===== config.mk =====
export PLATFORM = sky130hd
export DESIGN_NAME = cache_data_array
export DESIGN_NICKNAME = d
export VERILOG_FILES = /design/src/rtl/torrence_types.sv /design/src/rtl/cache_way_bank.sv /design/src/rtl/cache_data_array.sv
export SDC_FILE = /design/constraint.sdc
export NUM_CORES = 2
export LEC_CHECK = 0
export ABC_CLOCK_PERIOD_IN_PS = 5370
export BUFFER_PORTS_ARGS = -buffer_cell sky130_fd_sc_hd__buf_2
export CAP_MARGIN = 20
export CELL_PAD_IN_SITES_DETAIL_PLACEMENT = 1
export CELL_PAD_IN_SITES_GLOBAL_PLACEMENT = 2
export CORE_ASPECT_RATIO = 0.7
export CORE_MARGIN = 2
export CORE_UTILIZATION = 47
export CTS_CLUSTER_DIAMETER = 120
export DETAILED_ROUTE_END_ITERATION = 7
export PLACE_DENSITY = 0.82
export SLEW_MARGIN = 20
export SYNTH_ARGS = -nofsm -noshare
export SYNTH_HDL_FRONTEND = slang
export SYNTH_HIERARCHICAL = 1
export SYNTH_SLANG_ARGS = --single-unit

===== constraint.sdc =====
create_clock -name clk -period 5.37 [get_ports clk]
set_input_delay 1.074 -clock clk [delete_from_list [all_inputs] [get_ports clk]]
set_output_delay 1.074 -clock clk [all_outputs]
set_load 0.05 [all_outputs]

===== src/rtl/torrence_types.sv =====
// Shared L1 cache types: access sizes, data-array FSM states and the load
// extension helper used to shape read responses.
package torrence_types;

  localparam int BYTE_BITS = 8;
  localparam int HALF_BITS = 16;
  localparam int WORD_BITS = 32;

  typedef enum logic [1:0] {
    BYTE = 2'd0,
    HALF = 2'd1,
    WORD = 2'd2
  } memory_operation_size_e;

  typedef enum logic [1:0] {
    IDLE  = 2'd0,
    FILL  = 2'd1,
    EVICT = 2'd2
  } cache_data_state_e;

  // HALF selects by byte_select[1] only; unknown sizes return X on purpose.
  function automatic logic [WORD_BITS-1:0] load_extend(
    input memory_operation_size_e size,
    input logic                   is_unsigned,
    input logic [1:0]             byte_select,
    input logic [WORD_BITS-1:0]   word
  );
    logic [BYTE_BITS-1:0] b;
    logic [HALF_BITS-1:0] h;
    b = word[byte_select*BYTE_BITS +: BYTE_BITS];
    h = word[byte_select[1]*HALF_BITS +: HALF_BITS];
    case (size)
      BYTE:    return {{(WORD_BITS-BYTE_BITS){b[BYTE_BITS-1] & ~is_unsigned}}, b};
      HALF:    return {{(WORD_BITS-HALF_BITS){h[HALF_BITS-1] & ~is_unsigned}}, h};
      WORD:    return word;
      default: return 'x;
    endcase
  endfunction

endpackage


===== src/rtl/cache_way_bank.sv =====
// One way of the cache data array: byte-lane write enables and a
// combinational word read. Each lane may carry extra bits (e.g. parity).
module cache_way_bank #(
  parameter int DEPTH  = 32,
  parameter int LANE_W = 8,
  parameter int LANES  = 4,
  localparam int ADDR_W = $clog2(DEPTH)
) (
  input  logic                    clk,
  input  logic                    wen,
  input  logic [ADDR_W-1:0]       waddr,
  input  logic [LANES-1:0]        wbe,
  input  logic [LANES*LANE_W-1:0] wdata,
  input  logic [ADDR_W-1:0]       raddr,
  output logic [LANES*LANE_W-1:0] rdata
);

  logic [LANES*LANE_W-1:0] mem [DEPTH];

  // NOTE: storage array has no reset; contents survive rst and power up undefined.
  always_ff @(posedge clk) begin
    if (wen) begin
      for (int i = 0; i < LANES; i++) begin
        if (wbe[i]) mem[waddr][i*LANE_W +: LANE_W] <= wdata[i*LANE_W +: LANE_W];
      end
    end
  end

  assign rdata = mem[raddr];

endmodule


===== src/rtl/cache_data_array.sv =====
// Set-associative L1 data store with registered loads, burst fill and burst
// evict. Define CACHE_DATA_PARITY_EN for per-byte even parity and parity_err.
module cache_data_array
  import torrence_types::*;
#(
  parameter int XLEN           = 32,
  parameter int NUM_SETS       = 4,
  parameter int NUM_WAYS       = 2,
  parameter int WORDS_PER_LINE = 8,
  localparam int SET_SIZE         = $clog2(NUM_SETS),
  localparam int WORD_SELECT_SIZE = $clog2(WORDS_PER_LINE),
  localparam int WAY_SIZE         = (NUM_WAYS > 1) ? $clog2(NUM_WAYS) : 1
) (
  input  logic                        clk,
  input  logic                        reset_n,
  input  logic                        req_valid,
  output logic                        req_ready,
  input  logic                        req_write,
  input  logic [SET_SIZE-1:0]         req_set,
  input  logic [WAY_SIZE-1:0]         req_way,
  input  memory_operation_size_e      req_size,
  input  logic                        req_unsigned,
  input  logic [WORD_SELECT_SIZE-1:0] req_word,
  input  logic [1:0]                  req_byte,
  input  logic [XLEN-1:0]             req_wdata,
  output logic                        rsp_valid,
  output logic [XLEN-1:0]             rsp_rdata,
  input  logic                        fill_start,
  input  logic [SET_SIZE-1:0]         fill_set,
  input  logic [WAY_SIZE-1:0]         fill_way,
  input  logic                        fill_valid,
  output logic                        fill_ready,
  input  logic [XLEN-1:0]             fill_data,
  output logic                        fill_done,
  input  logic                        evict_start,
  input  logic [SET_SIZE-1:0]         evict_set,
  input  logic [WAY_SIZE-1:0]         evict_way,
  output logic                        evict_valid,
  input  logic                        evict_ready,
  output logic [XLEN-1:0]             evict_data,
  output logic                        evict_last,
  output logic                        busy
`ifdef CACHE_DATA_PARITY_EN
  ,
  output logic                        parity_err
`endif
);

  localparam int LANES = XLEN / BYTE_BITS;
  localparam int DEPTH = NUM_SETS * WORDS_PER_LINE;
`ifdef CACHE_DATA_PARITY_EN
  localparam int LANE_W = BYTE_BITS + 1;
`else
  localparam int LANE_W = BYTE_BITS;
`endif
  localparam logic [WORD_SELECT_SIZE-1:0] LAST_WORD = WORD_SELECT_SIZE'(WORDS_PER_LINE - 1);

  cache_data_state_e           state;
  logic [WORD_SELECT_SIZE-1:0] count;
  logic [SET_SIZE-1:0]         op_set;
  logic [WAY_SIZE-1:0]         op_way;
  logic                        accept;

  logic                        wr_en;
  logic [SET_SIZE-1:0]         wr_set;
  logic [WAY_SIZE-1:0]         wr_way;
  logic [WORD_SELECT_SIZE-1:0] wr_word;
  logic [LANES-1:0]            wr_be;
  logic [XLEN-1:0]             wr_data;
  logic [LANES*LANE_W-1:0]     wr_lanes;

  logic [SET_SIZE-1:0]         rd_set;
  logic [WAY_SIZE-1:0]         rd_way;
  logic [WORD_SELECT_SIZE-1:0] rd_word;
  logic [LANES*LANE_W-1:0]     way_rdata [NUM_WAYS];
  logic [LANES*LANE_W-1:0]     rd_lanes;
  logic [XLEN-1:0]             rd_data;
`ifdef CACHE_DATA_PARITY_EN
  logic                        rd_parity_bad;
`endif

  assign req_ready = (state == IDLE) && !evict_start && !fill_start;
  assign accept    = req_valid && req_ready;
  assign busy      = (state != IDLE);

  // Single write port: refill beats own it in FILL, CPU stores otherwise.
  always_comb begin
    // NOTE: every combinational output gets a default first so no latch is inferred.
    wr_be   = '0;
    wr_data = req_wdata;
    case (req_size)
      BYTE:    begin wr_be = 4'b0001 << req_byte;          wr_data = {4{req_wdata[7:0]}};  end
      HALF:    begin wr_be = 4'b0011 << {req_byte[1], 1'b0}; wr_data = {2{req_wdata[15:0]}}; end
      WORD:    wr_be = 4'b1111;
      default: wr_be = '0;
    endcase
    wr_en   = accept && req_write;
    wr_set  = req_set;
    wr_way  = req_way;
    wr_word = req_word;
    if (state == FILL) begin
      wr_en   = fill_valid;
      wr_set  = op_set;
      wr_way  = op_way;
      wr_word = count;
      wr_be   = 4'b1111;
      wr_data = fill_data;
    end
    for (int i = 0; i < LANES; i++) begin
`ifdef CACHE_DATA_PARITY_EN
      wr_lanes[i*LANE_W +: LANE_W] = {^wr_data[i*BYTE_BITS +: BYTE_BITS], wr_data[i*BYTE_BITS +: BYTE_BITS]};
`else
      wr_lanes[i*LANE_W +: LANE_W] = wr_data[i*BYTE_BITS +: BYTE_BITS];
`endif
    end
  end

  // Evict reads one word ahead so the next beat is ready at the handshake edge.
  always_comb begin
    rd_set  = req_set;
    rd_way  = req_way;
    rd_word = req_word;
    if (state == EVICT) begin
      rd_set  = op_set;
      rd_way  = op_way;
      rd_word = count + 1'b1;
    end else if (evict_start) begin
      rd_set  = evict_set;
      rd_way  = evict_way;
      rd_word = '0;
    end
    rd_lanes = way_rdata[rd_way];
`ifdef CACHE_DATA_PARITY_EN
    rd_parity_bad = 1'b0;
`endif
    for (int i = 0; i < LANES; i++) begin
      rd_data[i*BYTE_BITS +: BYTE_BITS] = rd_lanes[i*LANE_W +: BYTE_BITS];
`ifdef CACHE_DATA_PARITY_EN
      rd_parity_bad = rd_parity_bad | (^rd_lanes[i*LANE_W +: LANE_W]);
`endif
    end
  end

  for (genvar g = 0; g < NUM_WAYS; g++) begin : g_way
    cache_way_bank #(
      .DEPTH (DEPTH),
      .LANE_W(LANE_W),
      .LANES (LANES)
    ) u_bank (
      .clk  (clk),
      .wen  (wr_en && (wr_way == WAY_SIZE'(g))),
      .waddr({wr_set, wr_word}),
      .wbe  (wr_be),
      .wdata(wr_lanes),
      .raddr({rd_set, rd_word}),
      .rdata(way_rdata[g])
    );
  end

  // NOTE: sequential state uses non-blocking assignments only.
  always_ff @(posedge clk or negedge reset_n) begin
    if (!reset_n) begin
      state       <= IDLE;
      count       <= '0;
      op_set      <= '0;
      op_way      <= '0;
      rsp_valid   <= 1'b0;
      rsp_rdata   <= '0;
      fill_ready  <= 1'b0;
      fill_done   <= 1'b0;
      evict_valid <= 1'b0;
      evict_data  <= '0;
      evict_last  <= 1'b0;
`ifdef CACHE_DATA_PARITY_EN
      parity_err  <= 1'b0;
`endif
    end else begin
      rsp_valid <= 1'b0;
      fill_done <= 1'b0;
`ifdef CACHE_DATA_PARITY_EN
      parity_err <= 1'b0;
`endif
      case (state)
        IDLE: begin
          if (evict_start) begin
            state       <= EVICT;
            op_set      <= evict_set;
            op_way      <= evict_way;
            count       <= '0;
            evict_valid <= 1'b1;
            evict_data  <= rd_data;
            evict_last  <= 1'b0;
`ifdef CACHE_DATA_PARITY_EN
            parity_err  <= rd_parity_bad;
`endif
          end else if (fill_start) begin
            state      <= FILL;
            op_set     <= fill_set;
            op_way     <= fill_way;
            count      <= '0;
            fill_ready <= 1'b1;
          end else if (accept && !req_write) begin
            rsp_valid <= 1'b1;
            rsp_rdata <= load_extend(req_size, req_unsigned, req_byte, rd_data);
`ifdef CACHE_DATA_PARITY_EN
            parity_err <= rd_parity_bad;
`endif
          end
        end
        FILL: begin
          if (fill_valid) begin
            count <= count + 1'b1;
            if (count == LAST_WORD) begin
              state      <= IDLE;
              fill_ready <= 1'b0;
              fill_done  <= 1'b1;
            end
          end
        end
        EVICT: begin
          if (evict_ready) begin
            if (count == LAST_WORD) begin
              state       <= IDLE;
              count       <= '0;
              evict_valid <= 1'b0;
              evict_last  <= 1'b0;
            end else begin
              count      <= count + 1'b1;
              evict_data <= rd_data;
              evict_last <= (count == LAST_WORD - 1'b1);
`ifdef CACHE_DATA_PARITY_EN
              parity_err <= rd_parity_bad;
`endif
            end
          end
        end
        default: state <= IDLE;
      endcase
    end
  end

endmodule


# Yosys cells after proc, flatten, opt, wreduce, memory -nomap -nowiden
# Memories as Yosys holds them, arrays and structs flattened.
# Cells that the tools add are included.
totals:
  reg_bits: 77
  mem_bits_rw: 2048
  input_bits: 89
  out_inout_bits: 71
  elab_cells: 143
  memories: 2
memory_table:
  columns: ["memory", "depth", "word_bits", "read_ports", "rd_ports_with_merged_regs", "write_ports", "line", "text"]
  rows:
  - ["g_way[0].u_bank.mem", 32, 32, 1, 0, 1, "cache_way_bank.sv:18", "logic [LANES*LANE_W-1:0] mem [DEPTH];"]
  - ["g_way[1].u_bank.mem", 32, 32, 1, 0, 1, "cache_way_bank.sv:18", null]
classes:
  addsub: 1
  n_lt_le_gt_ge: 1
  eq_ne: 15
  shifts: 4
  mux: 77
  bitwise: 7
  n_reduce_logical: 25
ops:
  columns: ["operator", "n"]
  rows:
  - ["32-bit two-way mux", 7]
  - ["32-bit one-hot mux with 2 select lines", 2]
  - ["32-bit one-hot mux with 3 select lines", 1]
  - ["1-bit two-way mux", 42]
  - ["32-bit by 6-bit indexed part select with 16-bit output", 1]
  - ["32-bit by 6-bit indexed part select with 8-bit output", 1]
  - ["3-bit two-way mux", 8]
  - ["2-bit two-way mux", 10]
  - ["4-bit AND reduction", 4]
  - ["2-bit != test (second input constant)", 6]
  - ["4-bit one-hot mux with 3 select lines", 1]
  - ["3-bit one-hot mux with 3 select lines", 1]
  - ["2-bit nonzero test", 4]
  - ["1-bit logical AND", 7]
  - ["3-bit == test (second input constant)", 2]
  - ["1-bit one-hot mux with 2 select lines", 3]
  - ["2-bit one-hot mux with 3 select lines", 1]
  - ["3-bit AND reduction", 2]
  - ["5-bit AND reduction", 1]
  - ["2-bit by 1-bit == test with 1-bit output (second input constant)", 2]
  - ["2-bit == test (second input constant)", 2]
  - ["2-bit logical NOT", 2]
  - ["4-bit two-way mux", 1]
  - ["2-bit by 1-bit != test with 1-bit output (second input constant)", 2]
  - ["11 further kinds", 17]

# Logic depth before layout (Yosys ltp)
logic_depth:
  depth_word: 9
  ltp_mapped: 20
  depth_no_buf: 15

# Modules after synthesis
# The synthesis kept the hierarchy.
by_module_without_submodules:
  columns: ["module", "n_inst", "cells_each", "area_each_um2", "seq_area_each_um2"]
  rows:
  - ["cache_way_bank", 2, 2374, 40386.2, 30749.5]
  - ["cache_data_array", 1, 580, 5273.8, 1926.8]

# Worst setup path after synthesis
# No wires, ideal clock.
synth_timing:
  kind: "input -> register"
  from: "input port req_size[1]"
  to: "memory g_way[0].u_bank/mem[0][22] (netlist name), data pin"
  setup_time_ns: 0.702
  t_arrival_ns: 4.888
  setup_slack_ns: -0.219
  cell_stages: 7
  n_path_buf: 2
  path_cell_list: "inv_1 ha_1 clkbuf_1 nor2_1 clkbuf_1 mux2i_1 o21ai_0"
synth_via:
  elab_chain_cells: 3
synth_lines:
  columns: ["element", "line", "text"]
  rows:
  - ["start: declaration", "cache_data_array.sv:21", "input memory_operation_size_e req_size,"]
  - ["2-bit by 1-bit == test with 1-bit output or 2-bit logical NOT (tied branches)", "cache_data_array.sv:91", "case (req_size)"]
  - ["32-bit one-hot mux with 2 select lines *", "cache_data_array.sv:91", null]
  - ["32-bit two-way mux *", "cache_data_array.sv:101", "if (state == FILL) begin"]
  - ["net wr_data[22]", "cache_data_array.sv:69", "logic [XLEN-1:0] wr_data;"]
  - ["end: declaration", "cache_way_bank.sv:18", null]
# Mark *: on every way through the listed nets, which the timed path passes. The rest lies on a longest branch.

==> flow_summary.yaml <==
status:
  status: "finished, final reports clean"
drt:
  postRouteAntennaNets: 0
  drt_iter0_drc: 5685
  vias: 51400
  wirelength_um: 272000
  drcViolationCount: 0
  wire_per_inst_um: 32.6
  viasPerCell: 6.18
  drt-pass1-iter-count: 6
power_and_ir_drop:
  power_mw: 50.5
  powerDensity_mw_per_mm2: 516
  leakagePower_nw: 32.9
  vdd_drop_max_v: 0.000490
synth:
  synth_seq_area_share_pct: 73.7
  syn_nets: 5428
  synthCells: 5328
  syn_avg_cell_area_um2: 16.1
  synth-async-reset-ratio_pct: 3.62
  synthDistinctLibCells: 55
  ys_warn_count: 6
  synth_edf_count: 2048
  ys.flop_type: "edfxtp_1"
  synth_area_mm2: 0.0860
  synth-seq-cells: 2125
cts:
  numCtsBuffers: 196
  post_cts_buffers: 0
  ctsHoldBuffers: 0
  htreeDepth: 4
  cts.path.max_buffers: 3
  clk_pin_slew_ns: 0.07
  cts_tree: "done"
  cts.repair.resized: 0
  clock_sinks: 2125
  cts_root_buf: "clkbuf_16"
  worstSkewPairLatency_ns: 0.86
timing:
  slew_headroom_pct: 19.5
  setup_tns_ns: 0
  tightest_slew_ns: 1.21
  setup_ws_ns: 0.260
  setup_viol_count_final: 0
  skew_ns: 0.0302
  fmax_mhz: 196
  rsz0062_at_grt: "no"
  min_period_ns: 5.11
  maxSlewViolCount: 0
  post-route-period-util_pct: 95.2
  finalHoldViolCount: 0
worst_hold_path:
  hp-class: "in -> async"
global_route:
  track_usage_pct: 28.9
  grt_max_degree: 65
  antenna_found_initial: 17
  first_global_vias: 52000
  overflow: 0
  grt_first_pass_wirelength_um: 385000
job:
  maxCapViolations: 0
critical_path:
  crit_chain: "inv_1, ha_1, buf_4, nor2_1, a22o_1, nor2b_4, buf_12, buf_4, a22oi_1, a31oi_1, nand3_1, mux2i_1, o22a_1, o31ai_1, o31ai_2, buf_12, a41oi_1"
  worst-setup-path-type: "reg -> reg"
  reg2reg_depth: 17
  cp-end-kind: "register"
  r2r_end: "rsp_rdata[16]"
  cp_max_fo: 24
  worst_ep_arrival_time_ns: 5.78
  critPathSlowestCell: "a22o_1"
  reg2reg_slack_ns: 0.26
  required_ns: 6.04
  crit_path_start_kind: "register"
  reg2reg_from: "state[0]"
  max_stage_delay_ns: 0.52
layout:
  fin_cells: 8320
  layout_common_cells: "2048 x edfxtp_1, 1066 x mux2i_1, 327 x nor2_1"
  nNetsFinal: 5788
  area_growth_pct: 13.6
  mostFrequentLayoutCell: "edfxtp_1"
  layout-drive-gt1-share_pct: 14.6
place:
  dp_hpwl_um: 179000
  place_inst: 7950
  gp_congestion: 0.897
  port_buffers: 159
  dp_slack_ns: 0.194
floorplanning:
  floorplan.io_pins: 160
  core_area_mm2: 0.182
  die_area_mm2: 0.187
  row_count: 131
  fp.dieW_um: 515
  initial_core_util_pct: 47.3
  die_h_um: 362
sequential cells by signal, indices dropped and copies added, names as in the netlist:
register / count
count: 3
evict_data: 32
evict_last: 1
evict_valid: 1
fill_done: 1
fill_ready: 1
g_way.u_bank/mem: 2048
op_set: 2
op_way: 1
rsp_rdata: 32
rsp_valid: 1
state: 2
stage by stage:
step / util (%) / area (um2) / hold slack (ns)
5_1_grt: 53.7 / 97700 / 0.270
3_5_place_dp: 50.3 / 91500 / 0.503
2_1_floorplan: - / 86000 / 0.514
6_report: 53.7 / 97700 / 0.257
4_1_cts: 53.7 / 97700 / 0.241
3_3_place_gp: 50.2 / 91500 / 0.496
layer usage:
| layer | part of all wire (%) | vias to the layer above | global-route usage [%] |
|---|---|---|---|
| li1 | - | 21500 | - |
| met1 | 42 | 27000 | 40.3 |
| met2 | 44 | 2403 | 42.3 |
| met3 | 10 | 486 | 8.56 |
| met4 | 4.7 | 26 | 12.3 |
| met5 | 0.14 | - | 0.879 |
worst max-delay path: cells and delay by family (launching register included):
| family | cells | cell delay (ns) |
|---|---|---|
| and+or+nand+nor | 3 | 1.17 |
| adders and majority gates | 1 | 0.23 |
| AOI/OAI and AO/OA | 7 | 1.61 |
| buffers and inverters | 5 | 1.08 |
| DFF | 1 | 0.42 |
| muxes | 1 | 0.38 |
synth_stat cells, types with 10 or more instances:
master    count  area, um2
o22a_1       10       87.6
buf_2        62        310
clkbuf_1    124        465
nor3_1       67        335
nor2_1      331       1240
nand2b_1     18        113
a22o_1      137       1200
a22oi_1     200       1500
mux2_2       34        383
ha_1         11        138
mux2i_1    1066      10700
nand2_1     309       1160
a41oi_1      15        131
nand3_1     199        996
a21oi_1     237       1190
buf_4        67        503
inv_1        20       75.1
a31oi_1      79        494
edfxtp_1   2048      61500
o21ai_0      30        150
a211oi_1     13       97.6
dfrtp_1      77       1930
buf_6        31        349
buf_1        39        146
nor2b_1      12       75.1
worst max-delay path by stage:
| stage | from | end | cells after the start |
|---|---|---|---|
| 3_3_place_gp | evict_start | rsp_rdata[30] | 16 |
| 5_1_grt | state[0] | rsp_rdata[25] | 18 |
| 3_5_place_dp | evict_start | rsp_rdata[25] | 16 |
| 4_1_cts | state[0] | rsp_rdata[25] | 18 |
| 6_report | state[0] | rsp_rdata[16] | 17 |
| 2_1_floorplan | req_size[1] | g_way[0].u_bank/mem[0][16] | 6 |
where the power goes:
part           switching (mW)  internal [mW]  total, mW
Combinational            11.3           5.03       16.3
Sequential              0.377           20.0       20.4
Clock                    6.26           7.46       13.7
cells by family (layout without fill, tap and decap cells):
| family | count (synthesis) | in the layout | share of synthesized area, % |
|---|---|---|---|
| other cells | 0 | 4 | 0 |
| simple gates | 966 | 966 | 4.81 |
| compound gates | 771 | 771 | 6.13 |
| fa+ha+maj | 11 | 11 | 0.160 |
| buf+inv | 349 | 877 | 2.19 |
| mux | 1106 | 1106 | 13.0 |
| flops | 2125 | 2125 | 73.7 |
cell type report:
| type | instances | area, um2 |
|---|---|---|
| Fill cell | 17000 | 84400 |
| Sequential cell | 2125 | 63400 |
| Multi-Input combinational cell | 2854 | 21100 |
| Clock buffer | 261 | 5230 |
| Timing Repair Buffer | 490 | 3800 |
| Tap cell | 2460 | 3080 |
| Clock inverter | 105 | 962 |
| Inverter | 21 | 78.8 |
| Antenna cell | 4 | 10.0 |
Note: power is estimated with default switching activity, not from simulation.
